File: config.mk
export PLATFORM = sky130hd
export DESIGN_NAME = sdram_pro_arbit
export DESIGN_NICKNAME = d
export VERILOG_FILES = /design/src/rtl/sdram_pro_arbit.sv
export SDC_FILE = /design/constraint.sdc
export NUM_CORES = 1
export LEC_CHECK = 0
export ABC_AREA = 1
export BUFFER_PORTS_ARGS = -buffer_cell sky130_fd_sc_hd__clkbuf_2
export CAP_MARGIN = 40
export CORE_MARGIN = 5
export CORE_UTILIZATION = 29
export CTS_BUF_LIST = sky130_fd_sc_hd__clkbuf_8
export CTS_CLUSTER_DIAMETER = 150
export DETAILED_ROUTE_END_ITERATION = 7
export PLACE_DENSITY = 0.73
export SLEW_MARGIN = 10
export SYNTH_ARGS = -nofsm -noshare
export SYNTH_HDL_FRONTEND = slang
export SYNTH_SLANG_ARGS = --single-unit
File: constraint.sdc
create_clock -name sys_clk -period 1.3 [get_ports sys_clk]
set_input_delay 0.13 -clock sys_clk [delete_from_list [all_inputs] [get_ports sys_clk]]
set_output_delay 0.13 -clock sys_clk [all_outputs]
set_load 0.02 [all_outputs]
File: src/rtl/sdram_pro_arbit.sv
// SDRAM command arbiter: grants one sub-engine (init, refresh, write, read) at a time
// and muxes the granted engine's command/bank/address/DQ onto the SDRAM pins.
module sdram_pro_arbit #(
  parameter logic [3:0] NOP_CMD = 4'b0111,
  parameter int         DATA_W  = 16
) (
  input  logic              sys_clk,
  input  logic              sys_rst,
  input  logic              init_end,
  input  logic [3:0]        init_cmd,
  input  logic [1:0]        init_ba,
  input  logic [12:0]       init_addr,
  input  logic              aref_req,
  input  logic              aref_end,
  input  logic [3:0]        aref_cmd,
  input  logic [1:0]        aref_ba,
  input  logic [12:0]       aref_addr,
  input  logic              wr_req,
  input  logic              wr_end,
  input  logic [3:0]        wr_cmd,
  input  logic [1:0]        wr_ba,
  input  logic [12:0]       wr_addr,
  input  logic              wr_sdram_en,
  input  logic [DATA_W-1:0] wr_sdram_data,
  input  logic              rd_req,
  input  logic              rd_end,
  input  logic [3:0]        rd_cmd,
  input  logic [1:0]        rd_ba,
  input  logic [12:0]       rd_addr,
  output logic              aref_en,
  output logic              wr_en,
  output logic              rd_en,
  output logic              sdram_cke,
  output logic              sdram_cs_n,
  output logic              sdram_ras_n,
  output logic              sdram_cas_n,
  output logic              sdram_we_n,
  output logic [1:0]        sdram_ba,
  output logic [12:0]       sdram_addr,
  output logic [DATA_W-1:0] sdram_dq_out,
  output logic              sdram_dq_oe
);

  typedef enum logic [2:0] {
    S_INIT,
    S_IDLE,
    S_AREF,
    S_WRITE,
    S_READ
  } state_t;

  state_t     state;
  state_t     state_nxt;
  logic       last_grant;  // 0 = write granted last, 1 = read granted last
  logic [3:0] cmd;

  always_ff @(posedge sys_clk or posedge sys_rst) begin
    if (sys_rst) begin
      state      <= S_INIT;
      last_grant <= 1'b1;
      aref_en    <= 1'b0;
      wr_en      <= 1'b0;
      rd_en      <= 1'b0;
      sdram_cke  <= 1'b0;
    end else begin
      state     <= state_nxt;
      aref_en   <= (state_nxt == S_AREF);
      wr_en     <= (state_nxt == S_WRITE);
      rd_en     <= (state_nxt == S_READ);
      sdram_cke <= 1'b1;
      if (state == S_IDLE && state_nxt == S_WRITE) last_grant <= 1'b0;
      if (state == S_IDLE && state_nxt == S_READ)  last_grant <= 1'b1;
    end
  end

  // Refresh first; on a write/read tie the side not granted last wins.
  always_comb begin
    state_nxt = state;
    case (state)
      S_INIT:  if (init_end) state_nxt = S_IDLE;
      S_IDLE: begin
        if (aref_req)                state_nxt = S_AREF;
        else if (wr_req && rd_req)   state_nxt = last_grant ? S_WRITE : S_READ;
        else if (wr_req)             state_nxt = S_WRITE;
        else if (rd_req)             state_nxt = S_READ;
      end
      S_AREF:  if (aref_end) state_nxt = S_IDLE;
      S_WRITE: if (wr_end)   state_nxt = S_IDLE;
      S_READ:  if (rd_end)   state_nxt = S_IDLE;
      default: state_nxt = S_INIT;
    endcase
  end

  always_comb begin
    cmd          = NOP_CMD;
    sdram_ba     = 2'b11;
    sdram_addr   = 13'h1FFF;
    sdram_dq_out = '0;
    sdram_dq_oe  = 1'b0;
    case (state)
      S_INIT: begin
        cmd        = init_cmd;
        sdram_ba   = init_ba;
        sdram_addr = init_addr;
      end
      S_AREF: begin
        cmd        = aref_cmd;
        sdram_ba   = aref_ba;
        sdram_addr = aref_addr;
      end
      S_WRITE: begin
        cmd          = wr_cmd;
        sdram_ba     = wr_ba;
        sdram_addr   = wr_addr;
        sdram_dq_out = wr_sdram_data;
        sdram_dq_oe  = wr_sdram_en;
      end
      S_READ: begin
        cmd        = rd_cmd;
        sdram_ba   = rd_ba;
        sdram_addr = rd_addr;
      end
      default: ;
    endcase
  end

  assign {sdram_cs_n, sdram_ras_n, sdram_cas_n, sdram_we_n} = cmd;

endmodule

After elaboration in Yosys (flattened, before gate mapping) --
Cells that the tools add are included.
Storage, ports and cells: logic and storage cells 35, input port bits 102, register bits 8, output and inout port bits 40
Operators by class: equality and inequality tests 7, multiplexer cells 17, reductions and logical operators 5
Operators with widths (number):
- $pmux 13 s4 | 1
- $mux 3 | 9
- $mux 16 | 1
- $pmux 4 s4 | 1
- $pmux 3 s5 | 1
- $eq 3x2->1 const B | 4
- $pmux 2 s4 | 1
- $eq 3x3->1 const B | 2
- $eq 3x1->1 const B | 1
- $logic_and 1x1->1 | 3
- $logic_not 3->1 | 1
- $mux 1 | 3
- $reduce_bool 2->1 | 1

Logic depth before layout (Yosys ltp) --
Gate-level depths: netlist (run 1).
depth in word-level cells 9, mapped depth 10, depth with buffers taken out 9

Worst setup path before layout (run 1) --
OpenSTA, ideal clock, no wires.
path kind register to output, from register state[2], to output sdram_addr[0], cell stages (with the launch flop) 8, path slack -0.028 ns, path buffers 2, data required time 1.170 ns, data arrival time 1.198 ns, cells stage by stage dfrtp_1 -> buf_2 -> nor2_1 -> nand2_1 -> inv_2 -> buf_2 -> nand2_1 -> nand3_1
Between the ends: longest elaborated chain between the ends 2, elaborated cells between the ends (all ways) 5, classes of those cells 3 x eq/ne; 1 x mux; 1 x reduce/logical
RTL lines:
- start, declared | RTL line 52 | state_t state;
- start signal, assigned | RTL line 66 | state <= state_nxt;
- $eq 3x3->1 (tied with other cells) | RTL line 100 | case (state)
- $pmux 13 s4 * | RTL line 100
- end, declared | RTL line 39 | output logic [12:0] sdram_addr,
Mark *: on every way between the ends. The rest lies on a longest branch, timed or not.

Worst setup path in the final report (run 1) --
from register state[1], to output sdram_addr[0]
Same word-level chain as after synthesis.

==> results.md, run 1 <==
* MaxCap Viol Count at 0
* Largest family of logic cells by synthesized area: simple AND/OR/NAND/NOR gates
* Vias at 2,037
* Global Route met2 Usage at 35.9%
* Register bit total from synthesis at 8
* EDFF count, synth at 0
* Nets@finish at 478
* Vias in the first global route at 1,880
* Cells after synthesis at 219
* Async set-or-reset flop fraction in the synthesized netlist at 100%
* DIE AREA at 5330 µm²
* R2R Path End: last_grant
* Compound-cell area share of the yosys netlist at 10.1%
* Period Utilization, post-route at 125%
* Worst r2r path cells at 10
* Simple-gate share of the synthesized area at 55.8%
* Adder-cell share of the synthesized area at 0%
* Area fraction of the dominant cell type after synthesis at 24.8%
* GRT met3 Usage at 5.79%
* Hold_sp: rd_end
* Root Buffer: clkbuf_8
* Clock power frac at 4.8%
* Slowest Stage Delay on Critical Path at 450 ps
* Cell Chain, Critical Path: nor2_4 > nand2_2 > inv_4 > clkbuf_16 > a21oi_2 > nand3_1 > clkbuf_8
* IR drop worst, VDD at 1420 µV
* Residual DRC count at 0
* Yosys warning count at 0
* Iteration count of the initial detailed-routing pass at 4
* Mapped Area at 1150 µm²
* Sequential power share at 7.2%
* GRT Max-Usage Layer: met2
* Primary FF master, synth: dfrtp_1
* Worst Path Required at 1170 ps
* Cell Area, Placed at 2050 µm²
* Synth unique cells at 20
* Worst hold stages at 4
* Layout area overhead at 126%
* Effective utilization at floorplan at 29.4%
* Cell leakage power at 0.00151 µW
* Delay-heaviest family, CP: flip-flops
* Violated checks: setup timing
* DR vias/cell at 4.79
* Final setup viols at 40
* Final Cell Area at 2610 µm²
* First-pass GRT wire length at 8120 µm
* Crit start category: flop
* Worst Hold Class: in2reg
* Worst Path Max Fanout at 7
* Sequential share of the synthesized area at 17.5%
* Arr. time, crit path at 1500 ps
* Met1 Track Usage GR at 20.1%
* Mapped Nets at 321
* Final Core Density at 66.7%
* Tmin final at 1630 ps
* Initial antenna violation count at 0
* Grt ovf at 0
* Switching portion of total power at 49.3%
* CP Buf/Inv Count at 3
* Xor-xnor portion of the synthesized cell area at 0%
* Net Sw Power at 3070 µW
* Hold worst-path end: rd_en
* PnR worst setup slack at -329 ps
* Synth cell count leaders: nand2_1 (76), nand3_1 (43), inv_1 (26)
* Fmax at 614 MHz
* Final wirelength at 5710 µm
* # IOs at 142
* Overall global routing resource usage at 18.9%
* Status: finished with violations
* Total power draw at 6220 µW
* Die Span X at 73.0 µm
* Clock buffer count from CTS at 3
* Mux cell area share after synthesis at 0%
* Area contributors post-synth: nand2_1 (25%), nand3_1 (19%), dfrtp_1 (15%)
* Clk slew on worst S/H paths at 40 ps
* Fin. Hold Viols at 0
* Mapped Avg Cell Area at 5.26 µm²
* Drt wl/cell at 13.4 µm
* Layout cells sized above 1 at 61.6%
* Slowest CP cell: dfrtp_2
* RSZ-0062 raised after global routing: true
* Placed Instances at 415
* Die H at 73.0 µm
* Clock Sink Count at 8
* Number of port buffers at 141
* Setup TNS at -10,010 ps
* Power Density at 2380 nW/µm²
* Diodes inserted at 0
* Worst r2r src: state[1]
* Clock tree from TritonCTS: yes
* Count leader, synth: nand2_1
* Dpl hpwl at 4110 µm
* Initial drt markers at 45
* Worst Skew at 3.18 ps
* FP Rows at 23
* Largest area contributor in the netlist: nand2_1
* CTS HTree Levels at 1
* Pint at 3160 µW
* Final cell count without fillers at 425
* Combinational Power Share at 87.9%
* Later-pin clock latency in the skew report at 230 ps
* Final max-slew violation count at 0
* Gpl congestion at 0.768
* Core box area at 3910 µm²
* FF-to-FF setup slack at -190 ps
* Largest net degree at the start of global routing at 18
* Critical path endpoint category: output port
* Final ANT Viol Nets at 0
* WS Path Type: reg2out
* Max clock buf depth at 2
==> placed cells by master (no fill, tap or decap), types with 4 or more instances in the layout <==
cell type and count:
buf_8 4, clkbuf_2 105, nand3_1 36, clkbuf_8 18, nand3_2 7, nand2_1 60
a21oi_1 4, a21oi_2 15, nand2_2 16, inv_1 27, buf_6 18, nor2_4 8
nor2_1 8, nor2_2 8, buf_4 15, dfrtp_1 4
==> kinds of logic after synthesis <==
logic type / Yosys count
and+or+nand+nor: 146
AOI/OAI and AO/OA: 22
other: 1
buffers and inverters: 42
DFF: 8
==> power by group through the flow <==
stage	combinational [µW]	sequential, µW	clock (µW)
after floorplan	2360	433	0
after global placement	3840	404	0
after detailed placement	3860	410	0
after CTS	4610	447	311
after global routing	5800	463	330
final	5470	450	302
==> stage by stage <==
stage	worst slack, ps	hold WS, ps
final	-329	204
after global routing	-400	251
after detailed placement	-159	66.1
after floorplan	-27.6	-55.1
after CTS	-305	201
after global placement	-141	61.3
==> worst max-delay path by stage <==
| stage | startpoint | end | slack (ps) | cells past startpoint |
|---|---|---|---|---|
| after floorplan | state[2] | sdram_addr[0] | -30 | 7 |
| after global placement | state[0] | last_grant | -140 | 9 |
| after detailed placement | state[0] | last_grant | -160 | 9 |
| after CTS | state[2] | sdram_ba[1] | -300 | 8 |
| after global routing | state[0] | sdram_ba[0] | -400 | 8 |
| final | state[1] | sdram_addr[0] | -330 | 7 |
==> worst reg2reg max path, cell delays in order (launching register included) <==
cell	delay, ps
dfrtp_2	450
nor2_4	190
buf_6	160
buf_4	120
nand2_1	50
nor2_2	90
nor2_1	60
nand2_1	100
nand3_1	80
nand2_1	60
nand2_1	50
==> timing repair <==
| item | 4_1_cts | 5_1_grt |
|---|---|---|
| setup endpoints to repair | 40 | 40 |
| gates resized for setup | 73 | 75 |
| pin swaps | 2 | 12 |
| hold buffers | 1 | 0 |
| hold endpoints to repair | 7 | 0 |
| setup buffers | 0 | 2 |
| gates cloned | 2 | 1 |
==> sequential cells by signal, summed over array words and instances (netlist names) <==
signal,count
aref_en,1
last_grant,1
rd_en,1
sdram_cke,1
state,3
wr_en,1
==> final cells by class <==
| cell class | count | area [µm²] |
|---|---|---|
| clock buffers | 3 | 41.3 |
| clock inverters | 1 | 3.75 |
| fillers | 338 | 1300 |
| inverters | 30 | 125 |
| multi-input cells | 169 | 957 |
| flip-flops and latches | 8 | 205 |
| well taps | 50 | 62.6 |
| repair buffers | 163 | 1210 |
| repair inverters | 1 | 7.51 |
==> layer usage <==
metal | vias up | wire (µm)
met1 | 920 | 1960
met2 | 110 | 3020
met5 | - | 0
li1 | 1001 | -
met3 | 6 | 685
met4 | 0 | 48
(Power assumes the default switching activity.)
==> run 2, diff against run 1 <==
--- a/config.mk
+++ b/config.mk
@@ -13,7 +13,7 @@
 export CTS_BUF_LIST = sky130_fd_sc_hd__clkbuf_8
 export CTS_CLUSTER_DIAMETER = 150
 export DETAILED_ROUTE_END_ITERATION = 7
-export PLACE_DENSITY = 0.73
+export PLACE_DENSITY_LB_ADDON = 0.3
 export SLEW_MARGIN = 10
 export SYNTH_ARGS = -nofsm -noshare
 export SYNTH_HDL_FRONTEND = slang
==> run 2 against run 1 <==
Net effect: the run still ends with setup timing left; non-clock buffer count grew 8; clock skew grew 6.4 ps; fmax shrank 2.3%; worst hold slack lost 10 ps; flip-flop and latch count is the same; cell count grew 1.6%; total power grew 3.7%; sequential share of layout area shrank 0.17 points; clock-buffer cell count is the same; global-route usage shrank 0.70 points; highest routed layer unchanged.
==> results.md, run 2 (synthesis gave the netlist of run 1 again) <==
* Number of port buffers at 141 (unchanged)
* IR drop worst, VDD at 1780 µV (was 1420 µV)
* Hold_sp: rd_end (unchanged)
* Final Core Density at 68.2% (was 66.7%)
* Initial antenna violation count at 0 (unchanged)
* Layout area overhead at 132% (was 126%)
* MaxCap Viol Count at 0 (unchanged)
* Worst Skew at 9.59 ps (was 3.18 ps)
* Nets@finish at 485 (was 478)
* Total power draw at 6450 µW (was 6220 µW)
* Worst hold stages at 4 (unchanged)
* FF-to-FF setup slack at -210 ps (was -190 ps)
* Max clock buf depth at 2 (unchanged)
* # fillers at 333 (was 338)
* Worst r2r src: state[2] (was state[1])
* Clock Sink Count at 8 (unchanged)
* Vias in the first global route at 1,928 (was 1,880)
* DR vias/cell at 4.65 (was 4.79)
* Dpl hpwl at 4090 µm (was 4110 µm)
* Die H at 73.0 µm (unchanged)
* Largest net degree at the start of global routing at 18 (unchanged)
* Final ANT Viol Nets at 0 (unchanged)
* Worst r2r path cells at 13 (was 10)
* Crit start category: flop (unchanged)
* Crit path launch: state[2] (was state[1])
* Worst Path Max Fanout at 5 (was 7)
* Root Buffer: clkbuf_8 (unchanged)
* Post-place setup slack at -108 ps (was -159 ps)
* Commonest non-fill, non-tap cells in the layout: clkbuf_2 (105), nand2_1 (54), nand3_1 (34) (was clkbuf_2 (105), nand2_1 (60), nand3_1 (36))
* Residual DRC count at 0 (unchanged)
* Violated checks: setup timing (unchanged)
* Iteration count of the initial detailed-routing pass at 4 (unchanged)
* Die Span X at 73.0 µm (unchanged)
* Arr. time, crit path at 1540 ps (was 1500 ps)
* # IOs at 142 (unchanged)
* Clk slew on worst S/H paths at 40 ps (about the same)
* Overall global routing resource usage at 18.2% (was 18.9%)
* Later-pin clock latency in the skew report at 230 ps (about the same)
* Vias at 2,009 (was 2,037)
* Critical path endpoint category: output port (unchanged)
* Power Density at 2420 nW/µm² (was 2380 nW/µm²)
* Commonest non-fill, non-tap cell in the layout: clkbuf_2 (unchanged)
* WS Path Type: reg2out (unchanged)
* Status: finished with violations (unchanged)
* Most flop-heavy register: state (unchanged)
* Core box area at 3910 µm² (unchanged)
* Fin. Hold Viols at 0 (unchanged)
* Tmin final at 1670 ps (was 1630 ps)
* Cell leakage power at 0.00156 µW (was 0.00151 µW)
* Effective utilization at floorplan at 29.4% (unchanged)
* FP Rows at 23 (unchanged)
* Diodes inserted at 0 (unchanged)
* CTS HTree Levels at 1 (unchanged)
* Setup TNS at -10,660 ps (was -10,010 ps)
* Gpl congestion at 0.814 (was 0.768)
* RSZ-0062 raised after global routing: true (unchanged)
* Final wirelength at 5720 µm (was 5710 µm)
* Worst Path Required at 1170 ps (about the same)
* PnR worst setup slack at -368 ps (was -329 ps)
* Period Utilization, post-route at 128% (was 125%)
* Final Cell Area at 2670 µm² (was 2610 µm²)
* Worst Hold Class: in2reg (unchanged)
* DIE AREA at 5330 µm² (unchanged)
* Max reg flops at 3 (unchanged)
* First-pass GRT wire length at 7980 µm (was 8120 µm)
* Initial drt markers at 31 (was 45)
* Final max-slew violation count at 0 (unchanged)
* Clock buffer count from CTS at 3 (unchanged)
* Layout cells sized above 1 at 62.6% (was 61.6%)
* Cell Area, Placed at 2050 µm² (about the same)
* Clock tree from TritonCTS: yes (unchanged)
* Drt wl/cell at 13.2 µm (was 13.4 µm)
* Final setup viols at 41 (was 40)
* Grt ovf at 0 (unchanged)
* Fmax at 600 MHz (was 614 MHz)
## run 2: cell count changes in the layout (fill, tap and decap cells not counted), sizes merged
cell,change
buf,-6
clkinv,+1
clkinvlp,-1
inv,-1
clkbuf,+14
## run 2: report_power, final
part / switching [µW] / internal, µW / leakage (µW)
clock: 91.0 / 204 / 0.0000269
combinational: 2900 / 2800 / 0.00144
sequential: 101 / 354 / 0.0000970
## run 2: path summary, 6_finish.rpt
check,end
setup / recovery,sdram_ba[1]
hold / removal,state[2]
setup reg to reg,last_grant
hold reg to reg,last_grant
max in group asynchronous,last_grant
min in group asynchronous,rd_en
## run 2: layer usage
| layer | up-vias | global-route usage [%] | share of wire [%] |
|---|---|---|---|
| li1 | 1012 | - | - |
| met3 | 8 | 4.96 | 11 |
| met5 | - | 0 | 0 |
| met1 | 883 | 19.1 | 34 |
| met2 | 106 | 35.0 | 53 |
| met4 | 0 | 4.71 | 1.3 |
## run 2: critical path: stages (launching register included)
cell,delay (ps)
dfrtp_2,450
nor2_4,60
nand2_2,80
clkinv_4,80
buf_12,140
nand2_4,40
nand2_2,40
a21oi_2,110
nand3_1,130
clkbuf_8,180
## run 2: metrics by stage
step                      cells  hold WS [ps]
after floorplan             219         -55.1
after detailed placement    416          64.8
after CTS                   426           193
final                       432           194
after global placement      416          63.7
after global routing        432           241
## run 2: final cells by class
type	count	area [µm²]	area share, %
sequential	8	205	7.69
clock inverter	1	3.75	0.141
clock buffer	3	41.3	1.55
timing repair buffer	171	1270	47.4
multi-input combinational	169	965	36.1
inverter	30	125	4.69
tap	50	62.6	2.34
## run 2: timing repair
item,4_1_cts,5_1_grt
endpoints found under the setup margin,37,41
buffers inserted,5,3
cloned,0,3
hold buffers,1,0
resized for setup,74,52
pin swaps,2,9
hold endpoints to repair,7,0
==> run 3, diff against run 2 <==
--- a/config.mk
+++ b/config.mk
@@ -14,6 +14,7 @@
 export CTS_CLUSTER_DIAMETER = 150
 export DETAILED_ROUTE_END_ITERATION = 7
 export PLACE_DENSITY_LB_ADDON = 0.3
+export SKIP_LAST_GASP = 1
 export SLEW_MARGIN = 10
 export SYNTH_ARGS = -nofsm -noshare
 export SYNTH_HDL_FRONTEND = slang
==> run 3 against run 2 <==
Net effect: wire length is 8.3% lower; utilization is 6.9 points lower; clock-buffer cell count stayed put; the flow still finishes with violations (setup timing); combinational power is 17% lower; first-iteration DRC count is 120% higher; global-route usage is 0.31 points lower; cell count is 0.93% lower; worst hold slack hardly changed; worst setup slack better by 9.6 ps; register-to-register slack better by 130 ps; fmax is 0.58% higher; via count is 3.7% lower; critical path type unchanged.
==> results.md, run 3 (synthesis gave the netlist of run 1 again) <==
* Commonest non-fill, non-tap cells in the layout: clkbuf_2 (106), nand2_1 (72), nand3_1 (37) (was clkbuf_2 (105), nand2_1 (54), nand3_1 (34))
* Layout cells sized above 1 at 54.2% (was 62.6%)
* Root Buffer: clkbuf_8 (unchanged)
* Effective utilization at floorplan at 29.4% (unchanged)
* Die Span X at 73.0 µm (unchanged)
* Worst r2r path cells at 9 (was 13)
* Layout area overhead at 108% (was 132%)
* Arr. time, crit path at 1530 ps (was 1540 ps)
* Final setup viols at 39 (was 41)
* Gpl congestion at 0.814 (unchanged)
* Cell leakage power at 0.00145 µW (was 0.00156 µW)
* Cell Area, Placed at 2050 µm² (unchanged)
* Global Route met2 Usage at 33.9% (was 35.0%)
* Max reg flops at 3 (unchanged)
* Clock buffer count from CTS at 3 (unchanged)
* Diodes inserted at 0 (unchanged)
* Largest net degree at the start of global routing at 18 (unchanged)
* FF-to-FF setup slack at -80 ps (was -210 ps)
* Period Utilization, post-route at 128% (about the same)
* Delay-heaviest family, CP: flip-flops (unchanged)
* Final Cell Area at 2400 µm² (was 2670 µm²)
* Hold_sp: rd_end (unchanged)
* Worst Skew at 8.84 ps (was 9.59 ps)
* Commonest non-fill, non-tap cell in the layout: clkbuf_2 (unchanged)
* Worst Path Required at 1170 ps (about the same)
* Initial antenna violation count at 0 (unchanged)
* Vias at 1,935 (was 2,009)
* Fmax at 603 MHz (was 600 MHz)
* Worst hold stages at 4 (unchanged)
* Most flop-heavy register: state (unchanged)
* DR vias/cell at 4.52 (was 4.65)
* Post-place setup slack at -108 ps (unchanged)
* Crit start category: flop (unchanged)
* MaxCap Viol Count at 0 (unchanged)
* R2R Path End: last_grant (unchanged)
* GRT Max-Usage Layer: met2 (unchanged)
* Cell Chain, Critical Path: nor2_4 > nand2_2 > inv_4 > buf_12 > nand2_1 > nand2_1 > a21oi_1 > nand3_1 > clkbuf_8 (was nor2_4 > nand2_2 > clkinv_4 > buf_12 > nand2_4 > nand2_2 > a21oi_2 > nand3_1 > clkbuf_8)
* Number of port buffers at 141 (unchanged)
* Core box area at 3910 µm² (unchanged)
* Worst Path Max Fanout at 6 (was 5)
* Nets@finish at 481 (was 485)
* Final ANT Viol Nets at 0 (unchanged)
* Iteration count of the initial detailed-routing pass at 4 (unchanged)
* Clock Sink Count at 8 (unchanged)
* Violated checks: setup timing (unchanged)
* Power Density at 2280 nW/µm² (was 2420 nW/µm²)
* # IOs at 142 (unchanged)
* Grt ovf at 0 (unchanged)
* Slowest CP cell: dfrtp_2 (unchanged)
* IR drop worst, VDD at 1310 µV (was 1780 µV)
* FP Rows at 23 (unchanged)
* DIE AREA at 5330 µm² (unchanged)
* Met1 Track Usage GR at 19.2% (was 19.1%)
* CP Buf/Inv Count at 3 (unchanged)
* Overall global routing resource usage at 17.9% (was 18.2%)
* Fin. Hold Viols at 0 (unchanged)
* First-pass GRT wire length at 7850 µm (was 7980 µm)
* Final wirelength at 5250 µm (was 5720 µm)
* CTS HTree Levels at 1 (unchanged)
* Most frequent CP cell: nand2_1 (was nand2_2)
* Drt wl/cell at 12.3 µm (was 13.2 µm)
* Status: finished with violations (unchanged)
* Tmin final at 1660 ps (was 1670 ps)
* Slowest Stage Delay on Critical Path at 460 ps (was 450 ps)
* Critical path endpoint category: output port (unchanged)
* WS Path Type: reg2out (unchanged)
* Residual DRC count at 0 (unchanged)
* Dpl hpwl at 4090 µm (unchanged)
* Worst Hold Class: in2reg (unchanged)
* PnR worst setup slack at -358 ps (was -368 ps)
* Worst r2r src: state[0] (was state[2])
* Final max-slew violation count at 0 (unchanged)
* Clk slew on worst S/H paths at 40 ps (about the same)
* Vias in the first global route at 1,924 (was 1,928)
* Later-pin clock latency in the skew report at 230 ps (about the same)
* Initial drt markers at 69 (was 31)
* Hold worst-path end: state[2] (unchanged)
* # fillers at 394 (was 333)
* Die H at 73.0 µm (unchanged)
* Max clock buf depth at 2 (unchanged)
* Clock tree from TritonCTS: yes (unchanged)
* GRT met3 Usage at 4.55% (was 4.96%)
* RSZ-0062 raised after global routing: true (unchanged)
-- run 3: changes by cell type in the layout (fill, tap and decap cells not counted), sizes merged --
cell | previous run | this run
buf | 35 | 27
clkbuf | 138 | 142
clkinv | 1 | 0
inv | 30 | 31
-- run 3: report_power, final --
group          internal, µW  leakage (µW)  switching [µW]
sequential              354     0.0000970             102
combinational          2160       0.00133            2550
clock                   204     0.0000269            91.6
total                  2720       0.00145            2740
-- run 3: cell type report --
class	count	area, µm²	area share (%)
Clock buffer	3	41.3	1.72
Timing Repair Buffer	167	1110	46.5
Sequential cell	8	205	8.56
Inverter	30	123	5.11
Clock inverter	1	3.75	0.157
Multi-Input combinational cell	169	848	35.4
Tap cell	50	62.6	2.61
-- run 3: what timing repair did --
| item | 4_1_cts | 5_1_grt |
|---|---|---|
| pin swaps | 2 | 6 |
| hold endpoints to repair | 7 | 0 |
| hold buffers | 1 | 0 |
| gates resized for setup | 55 | 18 |
| buffers inserted | 5 | 5 |
| endpoints found under the setup margin | 37 | 41 |
-- run 3: layer usage --
metal	part of all wire (%)	vias up
met4	1.4	0
met2	52	104
met3	13	8
met1	34	822
met5	0	-
li1	-	1001
-- run 3: metrics by stage --
stage | std cells | util (%) | total power (µW) | setup TNS (ps) | hold WS (ps)
2_1_floorplan | 219 | - | 2800 | -412 | -55.1
4_1_cts | 426 | 59.4 | 5260 | -9770 | 193
3_5_place_dp | 416 | 52.5 | 4230 | -2450 | 64.8
3_3_place_gp | 416 | 52.5 | 4200 | -989 | 63.7
6_report | 428 | 61.3 | 5460 | -11190 | 194
5_1_grt | 428 | 61.3 | 5870 | -14140 | 241
-- run 3: worst max-delay path by stage --
stage / from / to / cells past startpoint
CTS: state[0] / sdram_ba[1] / 9
finish: state[2] / sdram_ba[1] / 9
floorplan: state[2] / sdram_addr[0] / 7
detailed placement: state[1] / sdram_addr[8] / 8
global route: state[2] / sdram_ba[1] / 9
global placement: state[2] / sdram_ba[1] / 9
-- run 3: worst register-to-register path, stage by stage (launching register included) --
cell and delay, ps:
dfrtp_2 460, nor2_4 160, buf_6 140, nand2_1 50
nor2_1 110, nor2_1 80, nand2_1 120, nand3_2 80
nand2_1 60, nand2_1 40
